==> src/rtl/pcie_wrap0_byte_stream_arbiter.sv <==
// Round-robin, burst-limited arbiter that merges NUM_CH valid-only byte sources into one
// Avalon-ST byte stream. Optional macro PCIE_WRAP0_BYTE_ARB_CH0_PRIO_EN gives channel 0 strict priority.
module pcie_wrap0_byte_stream_arbiter #(
    parameter int NUM_CH     = 4,
    parameter int FIFO_DEPTH = 4,
    parameter int MAX_BURST  = 2,
    parameter int CH_W       = $clog2(NUM_CH)
) (
    input  logic                  clk,
    input  logic                  reset_n,
    input  logic [NUM_CH-1:0]     in_valid,
    input  logic [NUM_CH*8-1:0]   in_data,
    output logic                  out_valid,
    output logic [7:0]            out_data,
    output logic [CH_W-1:0]       out_channel,
    input  logic                  out_ready,
    output logic [NUM_CH-1:0]     overflow,
    input  logic [NUM_CH-1:0]     overflow_clr,
    output logic                  busy
);

    localparam int AW = $clog2(FIFO_DEPTH);
    localparam int PW = AW + 1;

    typedef enum logic {
        IDLE,
        GRANT
    } state_t;

    logic [7:0]        mem    [NUM_CH][FIFO_DEPTH];
    logic [PW-1:0]     wr_ptr [NUM_CH];
    logic [PW-1:0]     rd_ptr [NUM_CH];
    logic [NUM_CH-1:0] empty;
    logic [NUM_CH-1:0] full;
    logic [NUM_CH-1:0] pop;
    logic [NUM_CH-1:0] push;

    state_t            state;
    logic [CH_W-1:0]   gnt;
    logic [CH_W-1:0]   rr_ptr;
    logic [CH_W-1:0]   rr_next;
    logic [CH_W-1:0]   sel;
    logic [CH_W:0]     idx_w;
    logic              found;
    logic [7:0]        burst_cnt;
    logic              prio_hit;
    logic              gnt_is_prio;

    // Pointers carry one extra wrap bit so full and empty are distinguishable.
    always_comb begin
        for (int i = 0; i < NUM_CH; i++) begin
            empty[i] = (wr_ptr[i] == rd_ptr[i]);
            full[i]  = (wr_ptr[i][AW] != rd_ptr[i][AW]) &&
                       (wr_ptr[i][AW-1:0] == rd_ptr[i][AW-1:0]);
        end
    end

    assign out_valid   = (state == GRANT) && !empty[gnt];
    assign out_data    = out_valid ? mem[gnt][rd_ptr[gnt][AW-1:0]] : 8'h00;
    assign out_channel = gnt;
    assign busy        = (|(~empty)) || (state == GRANT);

    always_comb begin
        for (int i = 0; i < NUM_CH; i++) begin
            pop[i]  = out_valid && out_ready && (gnt == CH_W'(i));
            push[i] = in_valid[i] && (!full[i] || pop[i]);
        end
    end

    always_ff @(posedge clk) begin
        if (!reset_n) begin
            for (int i = 0; i < NUM_CH; i++) begin
                wr_ptr[i] <= '0;
                rd_ptr[i] <= '0;
            end
            overflow <= '0;
        end else begin
            for (int i = 0; i < NUM_CH; i++) begin
                if (push[i]) begin
                    wr_ptr[i] <= wr_ptr[i] + PW'(1);
                end
                if (pop[i]) begin
                    rd_ptr[i] <= rd_ptr[i] + PW'(1);
                end
                // A fresh drop outranks a clear request in the same cycle.
                if (in_valid[i] && full[i] && !pop[i]) begin
                    overflow[i] <= 1'b1;
                end else if (overflow_clr[i]) begin
                    overflow[i] <= 1'b0;
                end
            end
        end
    end

    always_ff @(posedge clk) begin
        for (int i = 0; i < NUM_CH; i++) begin
            if (reset_n && push[i]) begin
                mem[i][wr_ptr[i][AW-1:0]] <= in_data[8*i +: 8];
            end
        end
    end

    // Scan from rr_ptr upward with wrap; iterating backwards lets the nearest channel win.
    always_comb begin
        found = 1'b0;
        sel   = '0;
        idx_w = '0;
        for (int k = NUM_CH - 1; k >= 0; k--) begin
            idx_w = {1'b0, rr_ptr} + (CH_W+1)'(k);
            if (idx_w >= (CH_W+1)'(NUM_CH)) begin
                idx_w = idx_w - (CH_W+1)'(NUM_CH);
            end
            if (!empty[idx_w[CH_W-1:0]]) begin
                found = 1'b1;
                sel   = idx_w[CH_W-1:0];
            end
        end
    end

    assign rr_next = (gnt == CH_W'(NUM_CH - 1)) ? '0 : gnt + CH_W'(1);

`ifdef PCIE_WRAP0_BYTE_ARB_CH0_PRIO_EN
    assign prio_hit    = !empty[0];
    assign gnt_is_prio = (gnt == '0);
`else
    assign prio_hit    = 1'b0;
    assign gnt_is_prio = 1'b0;
`endif

    // A priority grant neither rotates rr_ptr nor is cut short by the burst limit.
    always_ff @(posedge clk) begin
        if (!reset_n) begin
            state     <= IDLE;
            gnt       <= '0;
            rr_ptr    <= '0;
            burst_cnt <= '0;
        end else begin
            case (state)
                IDLE: begin
                    burst_cnt <= '0;
                    if (prio_hit) begin
                        state <= GRANT;
                        gnt   <= '0;
                    end else if (found) begin
                        state <= GRANT;
                        gnt   <= sel;
                    end
                end
                GRANT: begin
                    if (!out_valid) begin
                        state <= IDLE;
                        if (!gnt_is_prio) begin
                            rr_ptr <= rr_next;
                        end
                    end else if (out_ready) begin
                        burst_cnt <= burst_cnt + 8'd1;
                        if (!gnt_is_prio && (burst_cnt == 8'(MAX_BURST - 1))) begin
                            state  <= IDLE;
                            rr_ptr <= rr_next;
                        end
                    end
                end
                default: state <= IDLE;
            endcase
        end
    end

endmodule

==> config.mk <==
export PLATFORM = sky130hd
export DESIGN_NAME = pcie_wrap0_byte_stream_arbiter
export DESIGN_NICKNAME = d
export VERILOG_FILES = /design/src/rtl/pcie_wrap0_byte_stream_arbiter.sv
export SDC_FILE = /design/constraint.sdc
export NUM_CORES = 1
export LEC_CHECK = 0
export ABC_AREA = 1
export CORE_AREA = 10 10 131 133
export DETAILED_ROUTE_END_ITERATION = 6
export DIE_AREA = 0 0 141 143
export DONT_BUFFER_PORTS = 1
export PLACE_DENSITY_LB_ADDON = 0.2
export SYNTH_ARGS = -nofsm -noshare
export SYNTH_HDL_FRONTEND = slang
export SYNTH_SLANG_ARGS = --single-unit
==> constraint.sdc <==
create_clock -name clk -period 2.5 [get_ports clk]
set_clock_uncertainty 0.15 [all_clocks]
set_input_delay 0.25 -clock clk [delete_from_list [all_inputs] [get_ports clk]]
set_output_delay 0.25 -clock clk [all_outputs]
set_load 0.01 [all_outputs]
==> flow_summary.json <==
{
  "r2r.worst_path.cells": 14,
  "finish.utilization_pct": 70.9,
  "cellPowerDensity_nw_per_um2": 811,
  "clock_tree.htree_level_count": 4,
  "nFillCells": 1043,
  "crit_path_max_incr_delay_ns": 0.37,
  "grt_setup_unrepaired": "true",
  "layout_setup_ws_ns": -0.0739,
  "overflow": 0,
  "die_x_um": 141,
  "vias_per_cell": 5.70,
  "final_design_area_no_fill_sq_um": 10200,
  "synth.cell_area_sq_um": 7920,
  "final.period_utilization_pct": 103,
  "worst_slew_margin_rel_pct": 35.7,
  "drt_first_pass_iters": 5,
  "critPathMaxFanout": 4,
  "final_max_slew_viol_count": 0,
  "pin_count": 59,
  "power_frac_comb_pct": 25.7,
  "maximum_root_to_sink_buffer_count": 2,
  "timing.fmax_mhz": 389,
  "startpoint_type": "flop",
  "hold_viol": 0,
  "max_capacitance_violation_count": 0,
  "antenna_found_initial": 0,
  "dpl-instance-area_sq_um": 8350,
  "area_delta_synth_final_pct": 29.3,
  "root_buffer": "sky130_fd_sc_hd__clkbuf_16",
  "buffer_ports.inserted": 0,
  "std_cell_rows": 44,
  "power.internal_mw": 5.85,
  "grt_pass1_wl_mm": 30.9,
  "timing.critical_path.arrival_ns": 2.17,
  "clk_pin_slew_worst_paths_ns": 0.07,
  "final_layout_size_suffix_gt1_share_pct": 21.6,
  "cp_data_required_time_ns": 2.10,
  "synth_cell_types": 32,
  "routed_wirelength_mm": 21.1,
  "syn-instance-count": 748,
  "drt_iter0_drc": 461,
  "postSynthNetCount": 817,
  "timing.critical_path.depth": 8,
  "most-common-layout-cells": "sky130_fd_sc_hd__nand2_1 (167), sky130_fd_sc_hd__edfxtp_1 (152), sky130_fd_sc_hd__inv_1 (67)",
  "swShare_pct": 29.5,
  "routed-via-count": 5964,
  "tightest_pin_transition_ns": 0.961,
  "synthesis.area_per_instance_sq_um": 10.6,
  "commonest_non_fill_non_tap_cell_in_the_layout": "sky130_fd_sc_hd__nand2_1",
  "grt_max_degree": 66,
  "drt_drc_violations_left": 0,
  "finalWeightedCongestion": 0.876,
  "status": "finished with violations",
  "post_drt_wl_per_cell_um": 20.2,
  "failed_checks": "negative setup slack",
  "clock_power_share_pct": 34.1,
  "first_global_vias": 5823,
  "starting_utilization_of_the_core_area_pct": 54.9,
  "total_leakage_power_nw": 3.99,
  "period_minus_slack_ns": 2.57,
  "place.detailed.hpwl_mm": 14.5,
  "ant_nets": 0,
  "insertion_delay_ns": 0.44,
  "n_antenna_cell": 0,
  "cts_buffers": 17,
  "number_of_endpoints_failing_setup_at_the_final_stage": 41,
  "die_area_sq_um": 20200,
  "core_area_sq_um": 14400,
  "synth.yosys.warnings": 0,
  "flop_pwr_share_pct": 40.1,
  "synth-seq-area-share_pct": 62.5,
  "slowest_cell_on_the_critical_path": "sky130_fd_sc_hd__dfxtp_4",
  "end_kind": "output pin",
  "crit_path_cell_trace": "buf_6, or2_4, a32oi_4, buf_4, o21ai_4, o22ai_2, nor2_1, buf_4",
  "number_of_buffer_and_inverter_instances_along_the_worst_setup_path": 3,
  "worst_ir_drop_vdd_mv": 0.575,
  "total_switching_power_mw": 2.45,
  "fin_cells": 1046,
  "synth_seq_cells": 171,
  "cts_tree": "yes",
  "min_path_type": "in2reg",
  "nets": 918,
  "placed_cells": 941,
  "hold_path_depth": 5,
  "dominant_delay_contributor_by_cell_family_on_the_critical_path": "compound AO/OA/AOI/OAI gates",
  "preCtsSetupSlack_ns": 0.0666,
  "cp_common_cell": "sky130_fd_sc_hd__buf_4",
  "die_h_um": 143,
  "clock_sink_count": 171,
  "gr-usage-all-layers_pct": 20.3,
  "classification_of_the_worst_setup_path": "reg2out"
}
[per-layer routing]
| metal | wire (um) | vias to the layer above | global-route usage (%) | part of all wire [%] |
|---|---|---|---|---|
| met3 | 1110 | 73 | 4.58 | 5.3 |
| li1 | - | 2799 | - | - |
| met1 | 7690 | 2839 | 21.3 | 36 |
| met4 | 1310 | 0 | 14.1 | 6.2 |
| met5 | 0 | - | 0 | 0 |
| met2 | 11000 | 253 | 35.7 | 52 |
[flip-flops by register name, indices dropped and copies added (netlist names), named ones only]
register	flops
wr_ptr	12
overflow	4
burst_cnt	8
rd_ptr	12
out_channel	2
state	1
mem	128
rr_ptr	2
[final timing paths]
| check | from | endpoint | slack, ns |
|---|---|---|---|
| worst max-delay path | flop | out_data[0] | -0.07 |
| worst min-delay path | out_ready | state$_SDFF_PN0_ | 0.03 |
| worst max register to register | rd_ptr[1][1]$_SDFFCE_PN0P_ | mem[1][23]$_DFFE_PP_ | -0.03 |
| worst min register to register | burst_cnt[1]$_SDFFE_PN0P_ | burst_cnt[1]$_SDFFE_PN0P_ | 0.35 |
[Yosys cell counts, drive strengths merged]
cell type | instances | area (sq um)
edfxtp | 152 | 4560
nand4 | 8 | 50.1
nand3 | 33 | 190
nor2 | 91 | 352
clkinv | 1 | 3.75
nor3b | 1 | 7.51
xnor2 | 14 | 123
ha | 26 | 325
a32oi | 2 | 32.5
xor2 | 1 | 8.76
inv | 73 | 274
clkbuf | 14 | 52.6
o21ai | 24 | 120
nor4 | 1 | 6.26
or2 | 4 | 25.0
nand2 | 181 | 717
a21oi | 45 | 225
nand3b | 1 | 7.51
o22ai | 8 | 50.1
a31oi | 1 | 6.26
buf | 15 | 71.3
nor3 | 1 | 5.00
dfxtp | 19 | 380
a32o | 32 | 320
[worst reg2reg max path: stages, from the launching register on]
cell and delay, ns:
sky130_fd_sc_hd__edfxtp_1 0.50, sky130_fd_sc_hd__xnor2_2 0.19, sky130_fd_sc_hd__nand3_2 0.08, sky130_fd_sc_hd__nor2_1 0.04
sky130_fd_sc_hd__nor2_1 0.09, sky130_fd_sc_hd__nand2_1 0.07, sky130_fd_sc_hd__nand2_2 0.13, sky130_fd_sc_hd__nand2_4 0.07
sky130_fd_sc_hd__nor2_4 0.15, sky130_fd_sc_hd__buf_6 0.14, sky130_fd_sc_hd__nand2_4 0.06, sky130_fd_sc_hd__nand2_4 0.07
sky130_fd_sc_hd__nand3_4 0.15, sky130_fd_sc_hd__nor2_4 0.19, sky130_fd_sc_hd__buf_6 0.15
[logic make-up after synthesis]
group | after synthesis | synth area share (%)
xor+xnor | 15 | 1.66
simple gates | 321 | 17.2
compound gates | 112 | 9.53
buf+inv | 103 | 5.07
flops | 171 | 62.5
fa+ha+maj | 26 | 4.11
[per-stage QoR]
step	setup TNS, ns	power, mW	hold WS, ns
6_report	-0.722	8.30	0.0330
5_1_grt	-23.77	8.62	0.0747
4_1_cts	-0.418	7.87	0.0486
3_5_place_dp	0	4.77	0.199
3_3_place_gp	0	4.74	0.199
2_1_floorplan	0	4.34	0.199
[power by group through the flow]
stage / Combinational [mW] / Clock [mW] / Sequential [mW]
4_1_cts: 1.67 / 2.87 / 3.33
6_report: 2.13 / 2.83 / 3.33
2_1_floorplan: 0.977 / 0 / 3.37
3_5_place_dp: 1.38 / 0 / 3.39
5_1_grt: 2.29 / 2.99 / 3.34
3_3_place_gp: 1.35 / 0 / 3.39
[repair_timing]
item / CTS / global route
gates cloned: 3 / 3
pin swaps: 5 / 32
buffers inserted: 3 / 20
endpoints found under the setup margin: 9 / 142
hold buffers: 42 / 2
resized for setup: 29 / 113
hold endpoints to repair: 189 / 3
[layout make-up]
class | count | area [sq um] | area share [%]
Tap cell | 184 | 230 | 2.25
Timing Repair Buffer | 110 | 1180 | 11.6
Inverter | 74 | 294 | 2.87
Multi-Input combinational cell | 474 | 2940 | 28.7
Clock buffer | 17 | 425 | 4.16
Clock inverter | 15 | 210 | 2.05
Timing Repair inverter | 1 | 6.26 | 0.0611
Sequential cell | 171 | 4950 | 48.4
No activity file was read; power rests on OpenSTA's default activity.
